===== src/rtl/channel_frame_reader.sv =====
// -----------------------------------------------------------------------------
// channel_frame_reader
//
// Read side of the multi-channel sample shift buffer. When a request is
// accepted, one channel's DEPTH-sample history is copied from the flattened
// buffer bus into a private snapshot. That snapshot is then streamed out as a
// byte frame over a valid/ready interface:
//   header (8'hA0 | channel), samples oldest-first, checksum.
// The checksum is the mod-256 sum of the header and every sample.
//
// Ports
//   clk          rising-edge clock
//   reset        asynchronous, active-high reset
//   buf_data     flattened buffer; channel c = [c*DEPTH*8 +: DEPTH*8],
//                sample 0 (oldest) in the low byte of the slice
//   req_valid    frame request valid
//   req_channel  requested channel index
//   req_ready    request accepted when req_valid && req_ready (idle only)
//   out_data     frame byte
//   out_valid    out_data valid
//   out_ready    downstream accepts a beat when out_valid && out_ready
//   out_last     marks the final (checksum) beat
//   busy         a frame is in progress
//   err_channel  one-cycle pulse after a request for a nonexistent channel
// -----------------------------------------------------------------------------
module channel_frame_reader #(
    parameter int NUM_CHANNELS = 14,
    parameter int DEPTH        = 10,
    parameter int SAMPLE_BITS  = 8
) (
    input  logic                                  clk,
    input  logic                                  reset,
    input  logic [NUM_CHANNELS*DEPTH*SAMPLE_BITS-1:0] buf_data,
    input  logic                                  req_valid,
    input  logic [3:0]                            req_channel,
    output logic                                  req_ready,
    output logic [7:0]                            out_data,
    output logic                                  out_valid,
    input  logic                                  out_ready,
    output logic                                  out_last,
    output logic                                  busy,
    output logic                                  err_channel
);

    localparam int SLICE_BITS = DEPTH * 8;
    localparam int IW         = $clog2(DEPTH + 1);

    localparam logic [IW-1:0] LAST_IDX = IW'(DEPTH - 1);
    localparam logic [4:0]    NUM_CH   = 5'(NUM_CHANNELS);

    generate
        if (SAMPLE_BITS != 8) begin : g_bad_sample_bits
            $error("channel_frame_reader: SAMPLE_BITS must be 8");
        end
        if (NUM_CHANNELS < 1 || NUM_CHANNELS > 16) begin : g_bad_num_channels
            $error("channel_frame_reader: NUM_CHANNELS must be 1..16");
        end
        if (DEPTH < 2 || DEPTH > 255) begin : g_bad_depth
            $error("channel_frame_reader: DEPTH must be 2..255");
        end
    endgenerate

    typedef enum logic [1:0] {
        IDLE,
        HDR,
        DATA,
        SUM
    } state_t;

    state_t                state;
    logic [SLICE_BITS-1:0] snapshot;
    logic [SLICE_BITS-1:0] selected;
    logic [IW-1:0]         idx;
    logic [7:0]            checksum;
    logic                  channel_ok;

    // Channel slice picked by the current request.
    // NOTE: default assignment first so every path drives 'selected'; without
    // it the combinational block would infer a latch.
    always_comb begin
        selected = '0;
        for (int c = 0; c < NUM_CHANNELS; c++) begin
            if (req_channel == 4'(c)) begin
                selected = buf_data[c*SLICE_BITS +: SLICE_BITS];
            end
        end
    end

    assign channel_ok = ({1'b0, req_channel} < NUM_CH);
    assign req_ready  = (state == IDLE) && !reset;
    assign busy       = (state != IDLE);

    // NOTE: all state uses non-blocking assignments so every register samples
    // the values from before the edge, independent of statement order.
    always_ff @(posedge clk or posedge reset) begin
        if (reset) begin
            // The snapshot is a plain register (not a RAM), so clearing it on
            // reset costs nothing and keeps a stale frame from leaking out.
            state       <= IDLE;
            snapshot    <= '0;
            idx         <= '0;
            checksum    <= '0;
            out_data    <= '0;
            out_valid   <= 1'b0;
            out_last    <= 1'b0;
            err_channel <= 1'b0;
        end else begin
            err_channel <= 1'b0;
            case (state)
                IDLE: begin
                    if (req_valid) begin
                        if (channel_ok) begin
                            snapshot  <= selected;
                            idx       <= '0;
                            checksum  <= '0;
                            out_data  <= 8'hA0 | {4'h0, req_channel};
                            out_valid <= 1'b1;
                            out_last  <= 1'b0;
                            state     <= HDR;
                        end else begin
                            err_channel <= 1'b1;
                        end
                    end
                end

                HDR: begin
                    if (out_ready) begin
                        checksum <= checksum + out_data;
                        out_data <= snapshot[7:0];
                        state    <= DATA;
                    end
                end

                DATA: begin
                    if (out_ready) begin
                        checksum <= checksum + out_data;
                        if (idx == LAST_IDX) begin
                            // Running sum already holds header + earlier
                            // samples; add the beat leaving now.
                            out_data <= checksum + out_data;
                            out_last <= 1'b1;
                            state    <= SUM;
                        end else begin
                            // Shift the snapshot so the next sample is
                            // always in byte 1; byte 0 is the one on the bus.
                            snapshot <= snapshot >> 8;
                            out_data <= snapshot[15:8];
                            idx      <= idx + 1'b1;
                        end
                    end
                end

                SUM: begin
                    if (out_ready) begin
                        out_valid <= 1'b0;
                        out_last  <= 1'b0;
                        state     <= IDLE;
                    end
                end

                default: state <= IDLE;
            endcase
        end
    end

endmodule


===== config.mk =====
export PLATFORM = sky130hd
export DESIGN_NAME = channel_frame_reader
export DESIGN_NICKNAME = d
export VERILOG_FILES = /design/src/rtl/channel_frame_reader.sv
export SDC_FILE = /design/constraint.sdc
export NUM_CORES = 1
export LEC_CHECK = 0
export CAP_MARGIN = 15
export CORE_AREA = 2 2 440 442
export DETAILED_ROUTE_END_ITERATION = 12
export DIE_AREA = 0 0 442 444
export PLACE_DENSITY = 0.3
export SLEW_MARGIN = 20
export SYNTH_ARGS = -nofsm -noshare
export SYNTH_HDL_FRONTEND = slang
export SYNTH_SLANG_ARGS = --single-unit

===== constraint.sdc =====
create_clock -name clk -period 5.05 [get_ports clk]
set_input_delay 1.01 -clock clk [delete_from_list [all_inputs] [get_ports clk]]
set_output_delay 1.01 -clock clk [all_outputs]
set_load 0.02 [all_outputs]

## After elaboration in Yosys (flattened, before gate mapping)

Index checks and enable logic that the tools add are counted.

| operators by class | value |
|---|---|
| reduce and logical (&&, ||, !) cells | 17 |
| add/subtract/negate cells | 2 |
| magnitude comparators | 1 |
| mux-type cells | 53 |
| equality and inequality tests | 25 |

Operators with widths:

| kind | number |
|---|---|
| 2-to-1 mux 80 bit | 18 |
| one-hot mux 80 bit (2 select lines) | 1 |
| 2-to-1 mux 8 bit | 8 |
| equality test 4 bit (second input constant) | 7 |
| one-hot mux 8 bit (3 select lines) | 1 |
| equality test 4 x 3 -> 1 bit (second input constant) | 4 |
| 2-to-1 mux 4 bit | 4 |
| one-hot mux 8 bit (2 select lines) | 1 |
| != test 2 bit (second input constant) | 7 |
| 2-to-1 mux 2 bit | 6 |
| AND reduction 6 bit | 2 |
| 2-to-1 mux 1 bit | 10 |
| AND reduction 5 bit | 2 |
| adder 8 bit | 1 |
| equality test 4 x 2 -> 1 bit (second input constant) | 2 |
| one-hot mux 2 bit (4 select lines) | 1 |
| one-hot mux 4 bit (2 select lines) | 1 |
| AND reduction 4 bit | 2 |
| nonzero test 2 bit | 4 |
| nonzero test 3 bit | 2 |
| adder 4 x 1 -> 4 bit (second input constant) | 1 |
| equality test 2 bit (second input constant) | 2 |
| equality test 4 x 1 -> 1 bit (second input constant) | 1 |
| zero test 4 bit | 1 |
| other kinds (9) | 9 |

| storage, ports and cells | value |
|---|---|
| bits in registers | 105 |
| input bits | 1128 |

## Logic depth before layout (Yosys ltp)

| depth | value |
|---|---|
| depth in word-level cells | 18 |
| mapped depth | 11 |
| depth with buffers taken out | 7 |

## Worst setup path before layout

OpenSTA, ideal clock, no wires.

| timing path | value |
|---|---|
| path kind | input to register |
| from | input port req_channel[0] |
| to | register snapshot[35] |
| data required time | 4908 ps |
| setup slack | 2415 ps |
| stages | 7 |
| data arrival time | 2493 ps |
| cell sequence | buf_6 -> buf_2 -> mux4_2 -> a22oi_1 -> nor2_1 -> a221oi_1 -> o221ai_1 |

| between the ends | value |
|---|---|
| cells in the longest elaborated chain, start to end | 18 |

Ends and longest elaborated chain:

| item | line | source |
|---|---|---|
| start: declaration | 35 | `input logic [3:0] req_channel,` |
| zero test 4 bit | 83 | `if (req_channel == 4'(c)) begin` |
| 2-to-1 mux 80 bit (14 in a row) | 83 |  |
| 2-to-1 mux 80 bit | 112 | `if (channel_ok) begin` |
| 2-to-1 mux 80 bit | 111 | `if (req_valid) begin` |
| one-hot mux 80 bit (2 select lines) | 109 | `case (state)` |
| end signal: assignment | 113 | `snapshot <= selected;` |
| end signal: assignment | 146 | `snapshot <= snapshot >> 8;` |
| end: declaration | 71 | `logic [SLICE_BITS-1:0] snapshot;` |

Parallel ways exist; a longest one is shown, timed or not. The select of a mux whose other input is x is not followed.
A chain may end at the register's enable or synchronous reset.

## Final worst setup path

| timing path | value |
|---|---|
| from | input port req_valid |
| to | register snapshot[26] |

| between the ends | value |
|---|---|
| cells in the longest elaborated chain, start to end | 2 |

Ends and longest elaborated chain:

| item | line | source |
|---|---|---|
| start: declaration | 34 | `input logic req_valid,` |
| != test 2 bit (no source line) | -- |  |
| AND reduction 5 bit (no source line) | -- |  |

Every way passes these cells.

==> metrics.md <==
| Metric | Value |
|---|---|
| Setup TNS | 0 ps |
| Initial antenna violation count | 199 |
| Synthesized Nets | 3146 |
| Die X-Extent | 442 um |
| Grt ovf | 0 |
| Synth Warn # | 0 |
| Worst reg2reg endpoint | snapshot[26]$_DFFE_PP0P_ |
| Htree depth | 3 |
| CP Class | in -> reg |
| Setup violators final | 0 |
| Core ar. | 191600 um^2 |
| Tcrit/Tclk final | 81.59% |
| Netlist Area Pre-Place | 15990 um^2 |
| Critical path arrival | 4370 ps |
| EDFF count, synth | 0 |
| Worst-Skew Late Latency | 420 ps |
| Residual DRC | 0 |
| FF+latch area | 2628 um^2 |
| Largest net degree at the start of global routing | 73 |
| Comb pwr share | 65.1% |
| Final core occ | 16.10% |
| Reg clk slew, reported paths | 100 ps |
| Via density | 4.312 |
| Power Density | 231.3 nW/um^2 |
| Io pins | 1141 |
| Layout cell share with drive strength beyond 1 | 9.723% |
| Simple-gate share of the synthesized area | 15.03% |
| Crit-path cells | clkdlybuf4s50_1 > inv_1 > o21ai_2 > nand2_4 > buf_4 > a221oi_1 > o21ai_1 |
| Sink Count | 105 |
| Initial cell density of the core | 8.345% |
| Fillers | 21790 |
| Fin cells | 5608 |
| Area occupied by multi-input gates | 12170 um^2 |
| Router iterations before antenna repair | 6 |
| Top_reg_cell synth | dfrtp_1 |
| Slowest stage delay, CP | 1180 ps |
| Mux share of post-synthesis cell area | 18.89% |
| Synth Area in Adders | 1.221% |
| CTS tree | done |
| Crit end category | flip-flop |
| Post-synth cell types | 90 |
| Min-Delay Path Class | reg -> reg |
| PostCTS Resize Cnt | 0 |
| Met3 wire length | 12900 um |
| Post-CTS Setup Inserts | 0 |
| DP HPWL | 202800 um |
| Worst Skew | 14.04 ps |
| Top Layer Used | met5 |
| Worst Reg-to-Reg Cells | 7 |
| Slew margin rel. | 15.87% |
| Cell Rows | 161 |
| Unrepaired setup endpoints after global routing | false |
| Max-slew violations | 0 |
| Post-synthesis register bit count | 105 |
| Routability cong. | 0.9067 |
| Slew @ Worst Pin | 1262 ps |
| Part of the power in registers | 23.2% |
| Hold Crit Endpoint | checksum[2]$_DFFE_PP0P_ |
| Largest family of logic cells by synthesized area | compound AO/OA/AOI/OAI gates |
| Crit-path max FO | 72 |
| Worst Path Buf+Inv | 3 |
| Cell count after synthesis | 2003 |
| Clk buf depth | 2 |
| Crit path time final | 4120 ps |
| Total track usage | 22.94% |
| Antenna Nets Post-Route | 0 |
| Placed Instances | 5544 |
| Post-synthesis compound-gate area fraction | 39.78% |
| WL per Instance | 41.82 um |
| Hold-fix buffers, CTS | 0 |
| Final WL | 234500 um |
| Number of global-route vias before repair | 24360 |
| Synth area leader | dfrtp_1 |
| R2R Setup Slk | 1520 ps |
| Max-cap violation count | 0 |
| Area contributors post-synth | dfrtp_1 (16%), mux4_2 (8.2%), mux2i_1 (7.5%) |
| Data required time of the critical path | 5300 ps |
| Final #Nets | 4172 |
| Switching share of power | 51.48% |
| Area grow syn2layout | 92.99% |
| Pint | 3.462 mW |
| Leak pwr | 10.64 nW |
| Initial DRC Count | 2409 |
| Crit path launch type | input port |
| WL met2 | 114500 um |
| Top cell type's share of synthesized area | 16.44% |
| Root Driver | clkbuf_16 |
| Register area share after synthesis | 16.44% |
| CP top delay family | compound AO/OA/AOI/OAI gates |
| Tot Pwr | 7.136 mW |
| Post-synth ARST share | 100.0% |
| Slowest CP cell | a221oi_1 |
| Worst r2r src | state[0]$_DFFE_PP0P_ |
| Status | finished, final reports clean |
| Syn avg cell area | 7.981 um^2 |
| Cts bufs inserted | 9 |
| Wire length on met1 | 100000 um |
| Die area | 196200 um^2 |
| Fmax | 0.2427 GHz |
| Vias | 24180 |
| I/O Buffers | 1140 |
| Max rail drop VDD | 0.0002026 V |
| Switching pwr | 3.674 mW |
| Final-report hold violation count | 0 |
| Die height | 444 um |
| Xor and xnor area share after synthesis | 0.3835% |
| Hold Startpoint | checksum[2]$_DFFE_PP0P_ |
| Worst hold stages | 2 |
| Global-route wire length before repair | 291000 um |
| Clk pwr share | 11.7% |
[Yosys cell counts, drive strengths merged (18+ instances only)]
cell type	n
a22oi	64
a22o	21
a221oi	43
buf	139
nor2	166
a21oi	122
o22ai	78
o221ai	54
o22a	32
nand2	149
mux4	58
nor2b	27
mux2	46
nand3	46
o2bb2ai	18
dfrtp	105
a221o	34
mux2i	119
clkbuf	94
o21ai	209
a21o	47
o211ai	64
[cell families (layout without fill, tap and decap cells)]
logic type,Yosys count,in the layout
muxes,223,223
xor gates and xnor gates,7,7
buffers and inverters,250,1281
and+or+nand+nor,494,494
AOI/OAI and AO/OA,909,909
other,0,48
adders and majority gates,15,15
DFF,105,105
[worst max-delay path by stage]
stage	startpoint	end	slack [ps]	depth (start not counted)
global placement	req_valid	snapshot[26]$_DFFE_PP0P_	270	7
CTS	req_valid	snapshot[26]$_DFFE_PP0P_	780	7
floorplan	reset	checksum[0]$_DFFE_PP0P_	1280	1
finish	req_valid	snapshot[26]$_DFFE_PP0P_	930	7
detailed placement	req_valid	snapshot[26]$_DFFE_PP0P_	340	7
global route	req_valid	snapshot[26]$_DFFE_PP0P_	860	7
[area by class of cell]
type / instances / area share, %
clock buffer: 11 / 0.7543
timing repair buffer: 1248 / 40.25
clock inverter: 5 / 0.1460
sequential: 105 / 8.517
inverter: 17 / 0.2514
tap: 2526 / 10.24
antenna: 48 / 0.3893
multi-input combinational: 1648 / 39.45
[flip-flops by register name, summed over array words and instances, names as in the netlist]
signal       cells
checksum         8
err_channel      1
idx              4
out_data         8
out_last         1
out_valid        1
snapshot        80
state            2
[per-layer routing]
layer	vias up	GRT usage (%)
met5	-	0
met1	12400	28.91
met2	1268	39.80
li1	10100	-
met4	54	5.880
met3	362	4.366
[per-stage QoR]
step / instance area (um^2) / worst slack, ps / hold WS, ps
floorplan: 15990 / 1279 / 452.6
global placement: 30430 / 265.8 / 470.6
detailed placement: 30450 / 338.3 / 478.2
CTS: 30730 / 780.5 / 501.7
global route: 30790 / 863.0 / 517.7
finish: 30850 / 929.9 / 496.4
[power by group through the flow]
stage | registers [mW] | clock network [mW] | logic [mW]
2_1_floorplan | 1.37 | 0 | 2.13
3_3_place_gp | 1.69 | 0 | 4.65
3_5_place_dp | 1.68 | 0 | 4.64
4_1_cts | 1.67 | 0.856 | 4.66
5_1_grt | 1.67 | 0.867 | 4.93
6_report | 1.65 | 0.836 | 4.65
[worst register-to-register path, cell delays in order (launching register included)]
cell      delay [ps]
dfrtp_1          440
inv_1            120
ha_2             530
a31o_2           370
nand2_4           70
buf_4            460
a221oi_1        1230
o21ai_1          150
[placed cells by master (no fill, tap or decap), types with 14 or more instances in the layout]
cell and instances:
nand4_1 17, mux2_2 45, nor2_1 162, o211ai_1 64
buf_4 93, buf_12 14, dfrtp_1 105, a22o_1 21
a211oi_1 15, mux2i_1 119, o221ai_1 54, nor3_1 14
o22ai_1 78, a22oi_1 64, mux4_2 58, o2bb2ai_1 18
a21o_1 47, nor2b_1 23, a21oi_1 120, o22a_1 32
diode_2 48, o21ai_0 194, nand2_1 145, nand3_1 44
a221o_1 34, a221oi_1 41, clkdlybuf4s50_1 1136
Note: power is estimated with default switching activity, not from simulation.
